--- config.mk ---
export PLATFORM = sky130hd
export DESIGN_NAME = keypad_scan
export DESIGN_NICKNAME = d
export VERILOG_FILES = /design/src/rtl/keypad_scan.sv
export SDC_FILE = /design/constraint.sdc
export NUM_CORES = 1
export LEC_CHECK = 0
export BUFFER_PORTS_ARGS = -buffer_cell sky130_fd_sc_hd__clkbuf_2
export CORE_MARGIN = 1
export CORE_UTILIZATION = 55
export CTS_BUF_LIST = sky130_fd_sc_hd__clkbuf_8
export CTS_CLUSTER_SIZE = 30
export DETAILED_ROUTE_END_ITERATION = 10
export PLACE_DENSITY = 0.74
export SYNTH_ARGS = -nofsm -noshare
export SYNTH_HDL_FRONTEND = slang
export SYNTH_SLANG_ARGS = --single-unit
--- constraint.sdc ---
create_clock -name clk -period 7.5 [get_ports clk]
set_input_delay 0.75 -clock clk [delete_from_list [all_inputs] [get_ports clk]]
set_output_delay 0.75 -clock clk [all_outputs]
set_load 0.02 [all_outputs]
--- src/rtl/keypad_scan.sv ---
// 4x4 active-low matrix keypad scanner with scan-level debounce and one-hot key output.
// Define KEY_HOLD_EN to keep the last accepted key on release instead of clearing it.
module keypad_scan #(
  parameter int unsigned SCAN_DIV       = 1000,
  parameter int unsigned DEBOUNCE_SCANS = 4
) (
  input  logic        clk,
  input  logic        rst,
  input  logic [3:0]  col,
  output logic [3:0]  row,
  output logic [15:0] onehot,
  output logic        key_press
);

  localparam int unsigned DIV_W = (SCAN_DIV > 1) ? $clog2(SCAN_DIV) : 1;
  localparam int unsigned CNT_W = (DEBOUNCE_SCANS > 1) ? $clog2(DEBOUNCE_SCANS) : 1;
  localparam logic [DIV_W-1:0] DIV_LAST   = DIV_W'(SCAN_DIV - 1);
  localparam logic [CNT_W-1:0] CNT_ACCEPT = CNT_W'(DEBOUNCE_SCANS - 1);

  typedef enum logic [1:0] {
    ROW0 = 2'd0,
    ROW1 = 2'd1,
    ROW2 = 2'd2,
    ROW3 = 2'd3
  } row_state_e;

  row_state_e       state_q, state_d;
  logic [DIV_W-1:0] div_q, div_d;
  logic [3:0]       sync1_q, sync1_d;
  logic [3:0]       sync2_q, sync2_d;
  logic [11:0]      snap_q, snap_d;
  logic [15:0]      prev_q, prev_d;
  logic [CNT_W-1:0] stable_q, stable_d;
  logic [15:0]      onehot_q, onehot_d;
  logic             key_press_q, key_press_d;

  logic             scan_done;
  logic             accept;
  logic [15:0]      scan_snap;
  logic [4:0]       scan_pop;

  function automatic logic [4:0] popcount16(input logic [15:0] v);
    logic [4:0] n;
    n = '0;
    for (int unsigned i = 0; i < 16; i++) begin
      n = n + {4'd0, v[i]};
    end
    return n;
  endfunction

  // Row 3 columns are folded in directly on the completing cycle rather than stored first.
  assign scan_snap = {~sync2_q, snap_q};
  assign scan_pop  = popcount16(scan_snap);

  always_comb begin
    sync1_d     = col;
    sync2_d     = sync1_q;
    div_d       = div_q + DIV_W'(1);
    state_d     = state_q;
    snap_d      = snap_q;
    prev_d      = prev_q;
    stable_d    = stable_q;
    onehot_d    = onehot_q;
    key_press_d = 1'b0;
    scan_done   = 1'b0;
    accept      = 1'b0;

    if (div_q == DIV_LAST) begin
      div_d = '0;
      unique case (state_q)
        ROW0: begin snap_d[3:0]  = ~sync2_q; state_d = ROW1; end
        ROW1: begin snap_d[7:4]  = ~sync2_q; state_d = ROW2; end
        ROW2: begin snap_d[11:8] = ~sync2_q; state_d = ROW3; end
        ROW3: begin scan_done    = 1'b1;     state_d = ROW0; end
      endcase
    end

    if (scan_done) begin
      if (scan_snap != prev_q) begin
        stable_d = '0;
      end else if (stable_q != CNT_ACCEPT) begin
        stable_d = stable_q + CNT_W'(1);
      end
      prev_d = scan_snap;
      accept = (stable_d == CNT_ACCEPT);
    end

    if (accept) begin
      if (scan_pop == 5'd1) begin
        onehot_d    = scan_snap;
        key_press_d = (scan_snap != onehot_q);
      end else if (scan_pop == 5'd0) begin
`ifdef KEY_HOLD_EN
        onehot_d = onehot_q;
`else
        onehot_d = '0;
`endif
      end
    end
  end

  always_comb begin
    row = 4'b1110;
    unique case (state_q)
      ROW0: row = 4'b1110;
      ROW1: row = 4'b1101;
      ROW2: row = 4'b1011;
      ROW3: row = 4'b0111;
    endcase
  end

  always_ff @(posedge clk) begin
    if (rst) begin
      state_q     <= ROW0;
      div_q       <= '0;
      sync1_q     <= '1;
      sync2_q     <= '1;
      snap_q      <= '0;
      prev_q      <= '0;
      stable_q    <= '0;
      onehot_q    <= '0;
      key_press_q <= 1'b0;
    end else begin
      state_q     <= state_d;
      div_q       <= div_d;
      sync1_q     <= sync1_d;
      sync2_q     <= sync2_d;
      snap_q      <= snap_d;
      prev_q      <= prev_d;
      stable_q    <= stable_d;
      onehot_q    <= onehot_d;
      key_press_q <= key_press_d;
    end
  end

  assign onehot    = onehot_q;
  assign key_press = key_press_q;

endmodule

# Word level (Yosys, flattened, before mapping)
# Index checks and enable logic that the tools add are counted.
[totals]
input_bits = 6
ff_bits = 67
output_inout_bits = 21
wordCells = 59
[classes]
addsub = 17
eq_ne = 9
n_mux = 10
n_bitwise = 3
n_reduce_logical = 9
[ops]
columns = ["cell", "n"]
rows = [
  ["$add 5x1->5", 11],
  ["$mux 16", 2],
  ["$ne 16x16->1", 2],
  ["$pmux 4 s4", 1],
  ["$add 10x1->10 const B", 1],
  ["$eq 10x10->1 const B", 1],
  ["$pmux 2 s4", 1],
  ["$reduce_and 2->1", 4],
  ["$eq 2x2->1 const B", 3],
  ["$mux 2", 3],
  ["$add 4x1->5", 1],
  ["$eq 5x1->1 const B", 1],
  ["$logic_not 5->1", 1],
  ["$add 3x1->4", 1],
  ["$not 4->4", 1],
  ["$add 2x1->3", 1],
  ["$mux 1", 3],
  ["$reduce_or 3->1", 1],
  ["$add 1x1->2", 1],
  ["$add 2x1->2 const B", 1],
  ["$eq 2x1->1 const B", 1],
  ["$logic_not 2->1", 1],
  ["$ne 2x2->1 const B", 1],
  ["$not 1->1", 2],
  ["other kinds (2)", 2],
]

# Depth between registers and ports, before layout
[depth]
depth_word = 18
ltp_mapped = 16

# Least setup slack after synthesis
# Ideal clock, no wire load.
[synth_timing]
path_kind = "register to register"
from = "register snap_q[5]"
to = "register onehot_q[0], in the netlist onehot[0]"
path_slack_ns = 3.111
stages_incl_launch_ff = 16
t_arrival_ns = 4.269
setup_ns = 0.120
t_required_ns = 7.380
n_path_buf = 2
path_cell_list = "dfxtp_1 clkbuf_1 inv_1 fa_1 fa_1 inv_1 fa_1 inv_1 fa_1 inv_1 ha_1 fa_1 nor4_1 nand4_4 buf_6 mux2i_1"
[synth_between]
elab_chain_len = 14
[synth_rtl]
columns = ["element", "line", "text"]
rows = [
  ["start, declared", "31", "logic [11:0] snap_q, snap_d;"],
  ["start signal, assigned", "128", "snap_q <= snap_d;"],
  ["$add 5x1->5 (11 in a row)", "46", "n = n + {4'd0, v[i]};"],
  ["$eq 5x1->1 / $logic_not 5->1 (equally long branches)", "89, 92", ""],
  ["$reduce_bool 2->1 (no line)", "-", ""],
  ["$reduce_and 2->1 (no line)", "-", ""],
  ["end signal, assigned", "131", "onehot_q <= onehot_d;"],
  ["end, declared", "34", "logic [15:0] onehot_q, onehot_d;"],
]
# Several ways; a longest one is shown, not always the timed one. The select of a mux whose other input is x is not followed.
# A chain may end at the register's enable or synchronous reset.

# Final worst setup path
[layout_timing]
from = "register snap_q[5]"
to = "register onehot_q[5], in the netlist onehot[5]"
# The elaborated chain is that of the path after synthesis.

==> flow_summary.yaml <==
timing:
  setup_violations: 0
  drv_slew: 0
  grt_setup_unrepaired: "false"
  fin_crit_sh_pct: 61.4
  worstMarginPinSlew_ns: 1.08
  relSlewSlack_pct: 27.8
  clock-skew-final_ns: 0.00699
  layout_min_cycle_time_ns: 4.61
  setup-tns-final_ns: 0
  hold_viol_final: 0
  max_freq_mhz: 217
clocking:
  tritoncts: "built"
  cts_hold_buf: 0
  cts-root-buf: "clkbuf_8"
  cts.sinks: 67
  cts_buffers: 9
  cts.path.max_buffers: 2
  postCtsResizedCells: 0
  post_cts_buffers: 0
  clk-insertion-delay-late_ns: 0.35
  htreeDepth: 3
  path_clk_slew_ns: 0.07
logic_synthesis:
  avgSynthCellArea_um2: 8.79
  ys_warn_count: 0
  netlist_area_um2: 3430
  synthCells: 390
  synth_nets: 420
  ys_seq_elements: 67
  ys_seq_area_share_pct: 39.1
  synth_cell_types: 36
placement:
  hpwl_um: 4820
  place_area_um2: 3540
  portBuffers: 26
  routabilityCongestion: 0.886
power:
  swShare_pct: 24.1
  power_mw: 0.652
  p_per_area_nw_per_um2: 176
  p_comb_share_pct: 4.0
  seqPwrFrac_pct: 55.7
  clockPowerShare_pct: 40.3
  p_leak_nw: 1.62
  vdd_drop_max_mv: 0.106
  p_int_mw: 0.495
  p_sw_mw: 0.157
worst_setup_path:
  r2r_slack_ns: 2.89
  end_kind: "register"
  slowest_delay_ns: 0.53
  timing_worst_setup_path_type: "register to register"
  reg2regPathDepth: 13
  worstSetupStartpointType: "register"
  cp_cell_sequence: "inv_1 -> fa_1 -> fa_1 -> inv_1 -> fa_1 -> inv_1 -> fa_1 -> inv_1 -> ha_1 -> fa_1 -> nor4_1 -> nand4_4 -> mux2i_1"
  endpoint: "onehot[5]"
  r2r_end: "onehot[5]"
  cp_num_buf_inv: 4
  cp_num_cells: 13
  cp_slowest_cell: "nor4_1"
  arrival_ns: 4.88
  critPathMaxFanout: 16
  r2r_start: "snap_q[5]"
  required_ns: 7.77
  worst_path_dominant_cell_family: "adder cells"
  critical_path.startpoint: "snap_q[5]"
  cp_common_cell: "fa_1"
cells_and_area:
  antenna_cells: 0
  utilization_pct: 62.3
  area_growth_pct: 8.25
  stdcell_area_um2: 3710
  layout-drive-gt1-share_pct: 13.1
  fin_nets: 433
floorplanning:
  initial_core_util_pct: 57.6
  design.core.area_um2: 5960
  num_io_pins: 27
  dieArea_um2: 6550
  rows: 28
  die_w_um: 81.0
  die_h_um: 81.0
global_routing:
  antenna_found_initial: 0
  grt_max_degree: 61
  grt_pass1_wl_um: 11200
  grt-ovfl-total: 0
  grt_pass1_vias: 2365
  grt_usage_pct: 23.2
detailed_routing:
  wl_per_cell_um: 14.1
  final_antenna_net_count: 0
  drc: 0
  dr.pass1.iters: 4
  drt_iter0_drc: 116
  totalWireLength_um: 6760
  vias_per_cell: 5.21
  dr_total_vias: 2507
run_status:
  status: "complete, no violations"
job:
  max_cap_viol_count: 0
worst_hold_path:
  hold_path.class: "register to register"
==> per-layer routing <==
metal	global-route usage (%)	up-vias	part of all wire (%)
met4	9.64	0	2.2
met2	36.2	60	45
li1	-	1277	-
met1	30.2	1157	48
met5	0	-	0
met3	6.40	13	4.8
==> cell families (layout without fill, tap and decap cells) <==
family | after synthesis | in the layout | share of synthesized area [%]
DFF | 67 | 67 | 39.1
AOI/OAI and AO/OA | 36 | 36 | 5.47
xor gates and xnor gates | 39 | 39 | 10.2
and+or+nand+nor | 152 | 152 | 22.7
muxes | 17 | 17 | 4.96
adders and majority gates | 24 | 24 | 10.9
buffers and inverters | 55 | 71 | 6.64
==> synth_stat cells (all sizes together) <==
cell type  number  share of area (%)
a211oi          2               0.44
a21oi          31                4.5
a22oi           1               0.22
and2            1               0.18
and3            4               0.73
and4            3               0.77
and4b           1               0.29
buf             7                1.4
clkbuf         18                2.0
dfxtp          67                 39
fa             10                5.8
ha             14                5.1
inv            30                3.3
mux2i          17                5.0
nand2          42                4.6
nand2b         19                3.5
nand3           4               0.58
nand4          12                2.6
nor2           45                4.9
nor2b           1               0.18
nor3            2               0.29
nor3b           1               0.36
nor4            6                1.5
nor4bb          1               0.29
o21ai           2               0.29
or2             9                1.6
or3             1               0.18
xnor2          20                5.1
xor2           19                5.1
==> through the flow <==
step                      hold WS (ns)  setup slack [ns]  cells
after floorplan                  0.389              3.11    390
after global placement           0.394              3.03    467
after detailed placement         0.400              2.90    467
after CTS                        0.417              2.87    481
after global routing             0.428              2.66    481
final                            0.413              2.89    481
==> placed cells by master (no fill, tap or decap), types with 2 or more instances in the layout <==
cell type   synthesis  routed
and4_1              3       3
nor4_1              5       5
clkbuf_2            1      26
nand2b_1           19      19
and3_1              4       4
dfxtp_1            67      67
xnor2_1            20      20
ha_1               14      14
inv_1              30      30
nand3_1             4       4
o21ai_0             2       2
clkinvlp_4          0       2
or2_2               8       8
nor3_1              2       2
clkbuf_8            0      10
mux2i_1            17      17
nand2_1            42      42
xor2_1             18      18
nor2_1             45      45
a211oi_1            2       2
nand4_1            11      11
a21oi_1            31      31
fa_1               10      10
==> flip-flops by register name, summed over array words and instances (netlist names) <==
signal	cells
sync1_q	4
prev_q	16
snap_q	12
onehot	16
state_q	2
key_press	1
sync2_q	4
div_q	10
stable_q	2
==> power by group through the flow <==
stage	logic [mW]	registers (mW)	clock network (mW)
detailed placement	0.0267	0.372	0
CTS	0.0269	0.363	0.267
floorplan	0.0231	0.369	0
global placement	0.0263	0.371	0
global route	0.0305	0.364	0.282
finish	0.0263	0.363	0.262
==> area by class of cell <==
| class | count | area [µm²] |
|---|---|---|
| Fill cell | 512 | 2240 |
| Multi-Input combinational cell | 268 | 1860 |
| Sequential cell | 67 | 1340 |
| Clock buffer | 10 | 138 |
| Timing Repair Buffer | 27 | 138 |
| Inverter | 30 | 113 |
| Tap cell | 75 | 93.8 |
| Clock inverter | 4 | 28.8 |
==> worst min-delay path by stage <==
stage | start | end | cells after the start
detailed placement | sync1_q[2] | sync2_q[2] | 1
finish | sync1_q[2] | sync2_q[2] | 1
CTS | sync1_q[2] | sync2_q[2] | 1
global placement | sync1_q[1] | sync2_q[1] | 1
global route | sync1_q[1] | sync2_q[1] | 1
floorplan | sync1_q[0] | sync2_q[0] | 1
==> worst reg2reg max path, delay by kind of cell, from the launching register on <==
| kind | cells | cell delay, ns |
|---|---|---|
| flip-flops | 1 | 0.44 |
| adder cells (fa/ha/maj) | 6 | 2.59 |
| AND/OR/NAND/NOR | 2 | 0.97 |
| multiplexers | 1 | 0.29 |
| buffers and inverters | 4 | 0.24 |
No activity file was read; power rests on OpenSTA's default activity.
